==> config.mk <==
export PLATFORM = sky130hd
export DESIGN_NAME = free_list_flat
export DESIGN_NICKNAME = d
export VERILOG_FILES = /design/src/rtl/free_list_pkg.sv /design/src/rtl/free_list_if.sv /design/src/rtl/free_list.sv /design/src/flat_wrapper.sv
export SDC_FILE = /design/constraint.sdc
export NUM_CORES = 1
export LEC_CHECK = 0
export CAP_MARGIN = 20
export CORE_ASPECT_RATIO = 0.8
export CORE_UTILIZATION = 50
export DETAILED_ROUTE_END_ITERATION = 12
export GPL_ROUTABILITY_DRIVEN = 0
export PLACE_DENSITY = 0.67
export REMOVE_ABC_BUFFERS = 1
export SLEW_MARGIN = 15
export SYNTH_ARGS = -nofsm -noshare
export SYNTH_HDL_FRONTEND = slang
export SYNTH_SLANG_ARGS = --single-unit
==> constraint.sdc <==
create_clock -name clk -period 5.8 [get_ports clk]
set_input_delay 0.58 -clock clk [delete_from_list [all_inputs] [get_ports clk]]
set_output_delay 0.58 -clock clk [all_outputs]
set_load 0.02 [all_outputs]
==> src/rtl/free_list_pkg.sv <==
// free_list_pkg: register-file sizing and the release/allocate record shared by rename and retire.
package free_list_pkg;
  localparam int NUM_PREGS = 64;
  localparam int NUM_AREGS = 32;
  localparam int PREG_W = $clog2(NUM_PREGS);
  typedef struct packed {
    logic valid;
    logic [PREG_W-1:0] reg_addr;
  } freeRegStruct;
endpackage

==> src/rtl/free_list_if.sv <==
// free_list_if: release, allocate and status signals between the free list and rename/retire.
interface free_list_if #(
  parameter int CAP = free_list_pkg::NUM_PREGS - free_list_pkg::NUM_AREGS
);
  import free_list_pkg::*;
  localparam int CW = $clog2(CAP + 1);
  freeRegStruct freeReg_a, freeReg_b, alloc_a, alloc_b;
  logic alloc_ack_a, alloc_ack_b;
  logic [CW-1:0] free_count;
  logic overflow_err, underflow_err;
  modport master (
    output freeReg_a, freeReg_b, alloc_ack_a, alloc_ack_b,
    input alloc_a, alloc_b, free_count, overflow_err, underflow_err
  );
  modport slave (
    input freeReg_a, freeReg_b, alloc_ack_a, alloc_ack_b,
    output alloc_a, alloc_b, free_count, overflow_err, underflow_err
  );
endinterface

==> src/rtl/free_list.sv <==
// free_list: dual-ported circular FIFO of free physical registers, two pushes and two pops per cycle.
module free_list #(
  parameter int NUM_PREGS = free_list_pkg::NUM_PREGS,
  parameter int NUM_AREGS = free_list_pkg::NUM_AREGS,
  parameter int CAP = NUM_PREGS - NUM_AREGS
) (
  input logic clk,
  input logic rst_n,
  free_list_if.slave bus
);
  import free_list_pkg::*;
  localparam int CW = $clog2(CAP + 1);
  localparam int PW = CAP > 1 ? $clog2(CAP) : 1;
  logic [PREG_W-1:0] mem [CAP];
  logic [PW-1:0] head, tail, head_1, tail_1, wr_b;
  logic [CW-1:0] count;
  logic va, vb, bad, push_a, push_b, acc_a, acc_b, ovf, unf;
  logic [1:0] pops;
  int room;
  function automatic logic [PW-1:0] wrap(input int p);
    return PW'(p >= CAP ? p - CAP : p);
  endfunction
  always_comb begin
    va = count != '0;
    vb = count > CW'(1);
    head_1 = wrap(int'(head) + 1);
    tail_1 = wrap(int'(tail) + 1);
    bus.alloc_a = '{valid: va, reg_addr: mem[head]};
    bus.alloc_b = '{valid: vb, reg_addr: vb ? mem[head_1] : '0};
    bad = (bus.alloc_ack_b & ~bus.alloc_ack_a) | (bus.alloc_ack_a & ~va) | (bus.alloc_ack_b & ~vb);
    pops = bad ? 2'd0 : {bus.alloc_ack_a & bus.alloc_ack_b, bus.alloc_ack_a & ~bus.alloc_ack_b};
    push_a = bus.freeReg_a.valid && bus.freeReg_a.reg_addr != '0;
    push_b = bus.freeReg_b.valid && bus.freeReg_b.reg_addr != '0;
    room = CAP - int'(count) + int'(pops);
    // b is sacrificed before a when space runs short
    acc_a = push_a && room >= 1;
    acc_b = push_b && room >= 1 + int'(push_a);
    wr_b = acc_a ? tail_1 : tail;
  end
  assign bus.free_count = count;
  assign bus.overflow_err = ovf;
  assign bus.underflow_err = unf;
  always_ff @(posedge clk or negedge rst_n) begin
    if (!rst_n) begin
      head <= '0;
      tail <= '0;
      count <= CW'(CAP);
      ovf <= 1'b0;
      unf <= 1'b0;
      for (int i = 0; i < CAP; i++) mem[i] <= PREG_W'((NUM_AREGS + i) % NUM_PREGS);
    end else begin
      head <= pops == 2'd2 ? wrap(int'(head) + 2) : pops == 2'd1 ? head_1 : head;
      tail <= acc_a && acc_b ? wrap(int'(tail) + 2) : acc_a || acc_b ? tail_1 : tail;
      count <= CW'(int'(count) - int'(pops) + int'(acc_a) + int'(acc_b));
      if (acc_a) mem[tail] <= bus.freeReg_a.reg_addr;
      if (acc_b) mem[wr_b] <= bus.freeReg_b.reg_addr;
      if (bad) unf <= 1'b1;
      if ((push_a && !acc_a) || (push_b && !acc_b)) ovf <= 1'b1;
    end
  end
  a_count_cap: assert property (@(posedge clk) disable iff (!rst_n) count <= CW'(CAP));
  a_no_ack_in_reset: assert property (@(posedge clk) !rst_n |-> !(bus.alloc_ack_a || bus.alloc_ack_b));
  a_no_dup_push: assert property (@(posedge clk) disable iff (!rst_n)
    push_a && push_b |-> bus.freeReg_a.reg_addr != bus.freeReg_b.reg_addr);
endmodule

==> src/flat_wrapper.sv <==
// flat-port wrapper written by rule: the top's interface ports become plain ports
module free_list_flat import free_list_pkg::*;
#(
  parameter int NUM_PREGS = free_list_pkg::NUM_PREGS,
  parameter int NUM_AREGS = free_list_pkg::NUM_AREGS,
  parameter int CAP = NUM_PREGS - NUM_AREGS
)
  (clk, rst_n, bus_freeReg_a, bus_freeReg_b, bus_alloc_ack_a, bus_alloc_ack_b, bus_alloc_a, bus_alloc_b, bus_free_count, bus_overflow_err, bus_underflow_err);
  free_list_if #(.CAP(CAP)) bus_i ();
  input logic clk;
  input logic rst_n;
  input wire logic [$bits(bus_i.freeReg_a)-1:0] bus_freeReg_a;
  input wire logic [$bits(bus_i.freeReg_b)-1:0] bus_freeReg_b;
  input wire logic [$bits(bus_i.alloc_ack_a)-1:0] bus_alloc_ack_a;
  input wire logic [$bits(bus_i.alloc_ack_b)-1:0] bus_alloc_ack_b;
  output wire logic [$bits(bus_i.alloc_a)-1:0] bus_alloc_a;
  output wire logic [$bits(bus_i.alloc_b)-1:0] bus_alloc_b;
  output wire logic [$bits(bus_i.free_count)-1:0] bus_free_count;
  output wire logic [$bits(bus_i.overflow_err)-1:0] bus_overflow_err;
  output wire logic [$bits(bus_i.underflow_err)-1:0] bus_underflow_err;
  assign bus_i.freeReg_a = bus_freeReg_a;
  assign bus_i.freeReg_b = bus_freeReg_b;
  assign bus_i.alloc_ack_a = bus_alloc_ack_a;
  assign bus_i.alloc_ack_b = bus_alloc_ack_b;
  assign bus_alloc_a = bus_i.alloc_a;
  assign bus_alloc_b = bus_i.alloc_b;
  assign bus_free_count = bus_i.free_count;
  assign bus_overflow_err = bus_i.overflow_err;
  assign bus_underflow_err = bus_i.underflow_err;
  free_list #(.NUM_PREGS(NUM_PREGS), .NUM_AREGS(NUM_AREGS), .CAP(CAP)) u_core (.clk(clk), .rst_n(rst_n), .bus(bus_i));
endmodule
# Yosys cells after proc, flatten, opt, wreduce, memory -nomap -nowiden
# Index checks and enable logic that the tools add are counted.
# totals
reg_bits,210
in_bits,18
word_cells,124
# op_classes
addsub,14
n_lt_le_gt_ge,13
eq_ne,2
muxes,25
bitwise_logic,15
n_reduce_logical,18
# op_table
operator,count
$bwmux 192,2
$mux 192,2
$bmux 6 s5,2
$demux 6 s5,2
$ge 6x6->1 const B,8
$mux 5,9
$mux 6,7
$add 32x3->32,1
$ge 32x2->1 const B,1
$ge 32x32->1,1
$not 5->6,4
$sub 5x1->5 const B,4
$reduce_bool 6->1,3
$add 5x1->6 const B,2
$add 5x2->6 const B,2
$add 6x2->6,2
$lt 6x1->1 const B,2
$logic_and 1x1->1,9
$sub 6x6->7 const A,1
$gt 6x1->1 const B,1
$sub 6x2->6,1
$and 1x1->1,5
$not 1->1,4
$reduce_bool 2->1,2
7 further kinds,10

# Logic depth before layout (Yosys ltp)
# depth
ltp_word,17
mapped_depth,31
mapped_depth_nobuf,27

# Worst setup path after synthesis
# OpenSTA, ideal clock, no wires.
# synth_timing
path_kind,flip-flop to flip-flop
from,"reg u_core.count[0], in the netlist u_core.bus.free_count[0]"
to,"reg u_core.count[4], in the netlist u_core.bus.free_count[4]"
arrival_ps,5749
required_ps,5675
slack_ps,-74
stages_incl_launch_ff,29
n_path_buf,3
synth_period_minus_slack_ps,5874
path_cell_list,dfrtp_1 inv_1 ha_1 nand2b_1 a22o_1 and2_1 clkbuf_1 inv_1 nand4_1 fa_1 and4bb_2 a31oi_1 or4_1 ha_1 nor4bb_1 nand4_1 a211oi_2 a21oi_1 buf_6 buf_2 inv_1 ha_1 fa_1 inv_1 fa_1 a21oi_1 nor2_1 nor2_1 xor2_1
# synth_between
elab_cells_between_ends,18
cone_classes,5 x add/sub; 3 x order compare; 1 x mux; 6 x bitwise; 3 x reduce/logical
# synth_lines
element,line,source
start: declaration,free_list.sv:16,logic [CW-1:0] count;
start signal: assignment,free_list.sv:47,count <= CW'(CAP);
start signal: assignment,free_list.sv:54,count <= CW'(int'(count) - int'(pops) + int'(acc_a) + int'(acc_b));
$gt 6x1->1 (*),free_list.sv:25,vb = count > CW'(1);
via u_core.vb,free_list.sv:17,"logic va, vb, bad, push_a, push_b, acc_a, acc_b, ovf, unf;"
$not 1->1 (*),free_list.sv:30,bad = (bus.alloc_ack_b & ~bus.alloc_ack_a) | (bus.alloc_ack_a & ~va) | (bus.alloc_ack_b & ~vb);
$and 1x1->1 (*),free_list.sv:30,
$or 1x1->1 (*),free_list.sv:30,
$mux 2 (*),free_list.sv:31,"pops = bad ? 2'd0 : {bus.alloc_ack_a & bus.alloc_ack_b, bus.alloc_ack_a & ~bus.alloc_ack_b};"
$add 32x3->32,free_list.sv:34,room = CAP - int'(count) + int'(pops);
$ge 32x2->1,free_list.sv:36,acc_a = push_a && room >= 1;
$logic_and 1x1->1,free_list.sv:36,
$add 6x2->6,free_list.sv:54,
$add 6x2->6 (*),free_list.sv:54,
# Mark *: on every way through the listed nets, which the timed path passes. The rest lies on a longest branch.
# A chain may end at the register's enable or synchronous reset.

# Worst setup path after layout
# layout_timing
from,"reg u_core.count[5], in the netlist u_core.bus.free_count[5]"
to,reg u_core.mem[142] in the netlist's numbering
# layout_between
elab_chain_len,17
elab_cells_between_ends,25
cone_classes,2 x add/sub; 5 x order compare; 7 x mux; 7 x bitwise; 4 x reduce/logical
# layout_lines
element,line,source
"parallel branches: the longest is 6 deep, another holds $gt 6x1->1",n/a,
$add 32x3->32 (*),free_list.sv:34,
$ge 32x2->1,free_list.sv:36,
$logic_and 1x1->1,free_list.sv:36,
$mux 5,free_list.sv:38,wr_b = acc_a ? tail_1 : tail;
$not 5->6 (implied by the code),free_list.sv:56,if (acc_b) mem[wr_b] <= bus.freeReg_b.reg_addr;
$ge 6x6->1 (implied by the code) / $lt 6x1->1 (equally long branches),free_list.sv:56,
$logic_and 1x1->1 (implied by the code),free_list.sv:56,
$mux 6 (implied by the code),free_list.sv:56,
$demux 6 s5,free_list.sv:56,
$bwmux 192,free_list.sv:56,
$mux 192 (*),free_list.sv:56,
end signal: indexed assignment,free_list.sv:55,if (acc_a) mem[tail] <= bus.freeReg_a.reg_addr;
end signal: indexed assignment,free_list.sv:56,
end: declaration,free_list.sv:14,logic [PREG_W-1:0] mem [CAP];
# Mark *: on every way between the ends.

==> run summary <==
After detailed routing, the wire length on met1 is 20.8 mm. Worst reg-to-reg path cell count: 23. The flow ran to the end, and the final reports show no timing, DRC or antenna violations. The number of max-slew violations in the final report was 0. The total vias in the final route came out at 11000. Tracing the worst setup path back leads to its startpoint at u_core.bus.free_count[5]. The clock insertion delay at the later pin of the skew report is 550 ps. Setup violations remaining at the end of the flow were counted as 0. sky130_fd_sc_hd__mux2_2 takes more of the synthesized area than any other cell.

The via density per instance was 6.52; the total placed instance area was 16600 sq um. The tools report the sum of routed wire length over all layers as 46.3 mm. In this run, synthesis produced a sequential element count of 210. The number of buffers created by CTS was 24.

In the final timing run, aggregate negative setup slack is 0 ps. Setup repair after global routing could not meet its margin everywhere. The buffering stage count on the worst path with inverters included works out to 5. Hold repair after CTS inserted 0 buffers. The tools report the relative contribution of the clock network to total power as 0.156. The most frequent cell after synthesis is sky130_fd_sc_hd__mux2_2. The run gives 69.7 mm as the wire length of the first global-routing pass. After legalization and detailed placement, the total HPWL measured 31.3 mm. Clock-pin slew was measured on the worst setup and hold paths at 70 ps. Yosys printed 0 warnings. The tree built by TritonCTS fans out to 210 sinks.

Along the worst path, the maximum fanout reaches 9. The fraction of power spent switching nets came out at 0.388. The capturing element type of the critical path was a register.

The all-layer global routing usage was 0.298; the relative contribution of sequential cells to total power was 0.284. Detailed routing placed a total of 4.19 mm of wire on met3. Summed over all nets, the switching power comes to 0.00405 W.

For the relative max-transition margin, the log shows 0.354. Routed signal wires occupy layers up through met5. The post-route fraction of the period consumed by the critical path works out to 0.983. After detailed routing, the average wire length per cell comes to 27.5 um.

Number of instances in the synthesized netlist: 1202. The number of nets with antenna violations after detailed routing is 0. Die span in y: 159 um. For this block, the initial DRC count from the detailed router was 1116. The maximum level of the CTS H-tree is 1. The launch point of the worst reg-to-reg path is u_core.bus.free_count[5]. The worst register-to-register path ends at u_core.mem[142].

The tools report the maximum count of clock buffers along a single path as 3. The effective utilization at floorplan came out at 0.516. The final layout contains 1315 nets. Timing analysis after detailed placement gives a worst setup slack of -177 ps. The number of different library cells used by synthesis comes to 71. The total area inside the core boundary comes to 29800 sq um. The boundary pin count is 40, and the timing-limited maximum frequency is 0.175 GHz. The initial antenna violation count was 3; the count of input and output buffers was 39. The tightest hold path in the finished design has a slack of 124 ps. The die is 198 um wide. The logs give 0 for the hold violation total from the final report and 0 for the total congestion overflow after global routing.

In this design, the stage delay of the slowest critical-path cell is 530 ps. Classification of the worst setup path: reg2reg. Across the run, the number of max-cap violations was 0. Peak supply drop: 0.426 mV. STA classifies the critical path startpoint as a register.

The run gives 31400 sq um as the floorplan die area. The share of synthesized area occupied by flip-flops and latches was 0.351. The tools report the endpoint required time on the critical path as 6220 ps.

Top cell family by delay on the critical path: simple AND/OR/NAND/NOR gates. The share of cells above drive strength 1 was 0.606; the post-synthesis area per instance was 12.8 sq um. Dividing total power by cell area gives a power density of 589 nW/um^2.

For the setup clock skew after layout, the log shows 20.6 ps. The cell at the slowest stage of the critical path was sky130_fd_sc_hd__dfstp_2. For the post-route core utilization, the log shows 0.595. The commonest cells after synthesis are 333 x sky130_fd_sc_hd__mux2_2, 113 x sky130_fd_sc_hd__dfstp_2, 98 x sky130_fd_sc_hd__mux4_2. The part of the power in combinational logic is 0.560. Ranked by total cell area, the synthesized netlist is headed by sky130_fd_sc_hd__mux2_2 24%, sky130_fd_sc_hd__dfstp_2 19%, sky130_fd_sc_hd__dfrtp_1 16%, sky130_fd_sc_hd__mux4_2 14%, sky130_fd_sc_hd__mux2i_1 3.4%. Once layout is done, the placed cells without fillers occupy 17700 sq um.

The type of the worst min-delay path was in2async. The run gives 0.00638 W as the internal power. The async set-or-reset flop fraction in the synthesized netlist came out at 1.00. After layout, the minimum clock period comes to 5700 ps.

The arrival time of the worst setup path is 6120 ps, and the number of flops mapped to enable cells by yosys is 0. In this run the static leakage power is 7.40 nW. For this run, design rule violations remaining after detail routing come to 0. The most used flip-flop cell after synthesis is sky130_fd_sc_hd__dfstp_2. The final worst-path setup slack is 101 ps, and the number of iterations in the first detailed-routing pass is 5. The root buffer selected by CTS is sky130_fd_sc_hd__clkbuf_16. The area growth from synthesis to layout is 15.4%. The critical path goes through inv_1, ha_1, nand3_2, nand2_1, or2_2, inv_1, ha_1, inv_1, fa_2, and4bb_2, a31oi_1, or4_1, ha_1, nor4bb_4, nand4_1, a211oi_2, a21oi_2, and4_1, o21ai_2, buf_4, nor3_4, buf_4, mux2_4. The via count of the first global-routing pass is 10600, and the setup slack on the worst flop-to-flop path is 100 ps. Area share of the largest cell type after synthesis: 0.244.

At the pin with the least slew margin, the transition time is 970 ps. For the total standard cell area after synthesis, the log shows 15400 sq um. TritonCTS built the clock tree.

The routed length on met2 came out at 20.4 mm. The maximum number of pins on one net before global-route repair was 114; the cell row count was 56.
## cell type report
type / instances / area, sq um
sequential: 210 / 5400
timing repair buffer: 138 / 1330
tap: 406 / 508
clock buffer: 37 / 711
multi-input combinational: 854 / 9530
fill: 2386 / 12100
clock inverter: 7 / 125
inverter: 28 / 105
antenna: 1 / 2.50
## cells in the final DEF, fill, tap and decap left out, drive strengths merged, types with 7 or more instances in the layout
master,Yosys,routed
inv,28,29
o21ai,26,26
dfstp,113,113
nand2,49,49
dfrtp,97,97
ha,38,38
buf,38,99
nor4,7,7
xor2,8,8
and2,7,7
clkbuf,72,38
xnor2,7,7
nor2,36,36
mux2i,52,52
nor2b,9,9
nor3,19,19
or3,9,9
nand4,9,9
mux4,98,98
and3,7,7
clkdlybuf4s50,0,38
mux2,364,364
a21oi,23,23
nor3b,7,7
## how the worst max path moves through the flow
stage,endpoint,slack (ps),cells after the start
2_1_floorplan,bus_alloc_b[0],-1380,5
3_3_place_gp,u_core.mem[91],-110,20
3_5_place_dp,u_core.mem[90],-180,20
4_1_cts,u_core.mem[26],0.1,23
5_1_grt,u_core.mem[142],-150,23
6_report,u_core.mem[142],100,23
## repair_timing
| item | CTS | global route |
|---|---|---|
| endpoints found under the setup margin | 20 | 199 |
| resized for setup | 3 | 35 |
| pin swaps | 0 | 19 |
| buffers inserted | 0 | 12 |
## power by group through the flow
stage / Clock [W] / Combinational [W] / Sequential [W]
after floorplan: 0 / 0.00387 / 0.00287
after global placement: 0 / 0.00557 / 0.00289
after detailed placement: 0 / 0.00566 / 0.00293
after CTS: 0.00165 / 0.00569 / 0.00291
after global routing: 0.00170 / 0.00621 / 0.00302
final: 0.00163 / 0.00585 / 0.00296
## stage by stage
step / total power, W / cells
2_1_floorplan: 0.00675 / 1092
3_3_place_gp: 0.00845 / 1624
3_5_place_dp: 0.00859 / 1624
4_1_cts: 0.0103 / 1668
5_1_grt: 0.0109 / 1680
6_report: 0.0104 / 1681
## per-layer routing
metal	vias up	track usage
met5	-	0
met4	2	0.0493
met3	72	0.0544
met2	513	0.431
met1	5729	0.467
li1	4650	-
## kinds of logic (layout without fill, tap and decap cells)
kind of cell    after synthesis  in the layout  synth area share
mux                         514            514             0.450
flops                       210            210             0.351
xor+xnor                     15             15           0.00856
compound gates               95             95            0.0427
other cells                   0              1                 0
buf+inv                     138            210            0.0389
fa+ha+maj                    41             41            0.0349
simple gates                189            189            0.0730
## sequential cells by signal (all words and copies together) (netlist names)
signal and cells:
u_core.head 5, u_core.bus.overflow_err 1, u_core.tail 5, u_core.mem 192, u_core.bus.free_count 6, u_core.bus.underflow_err 1
Power figures use the tool's default switching activity.
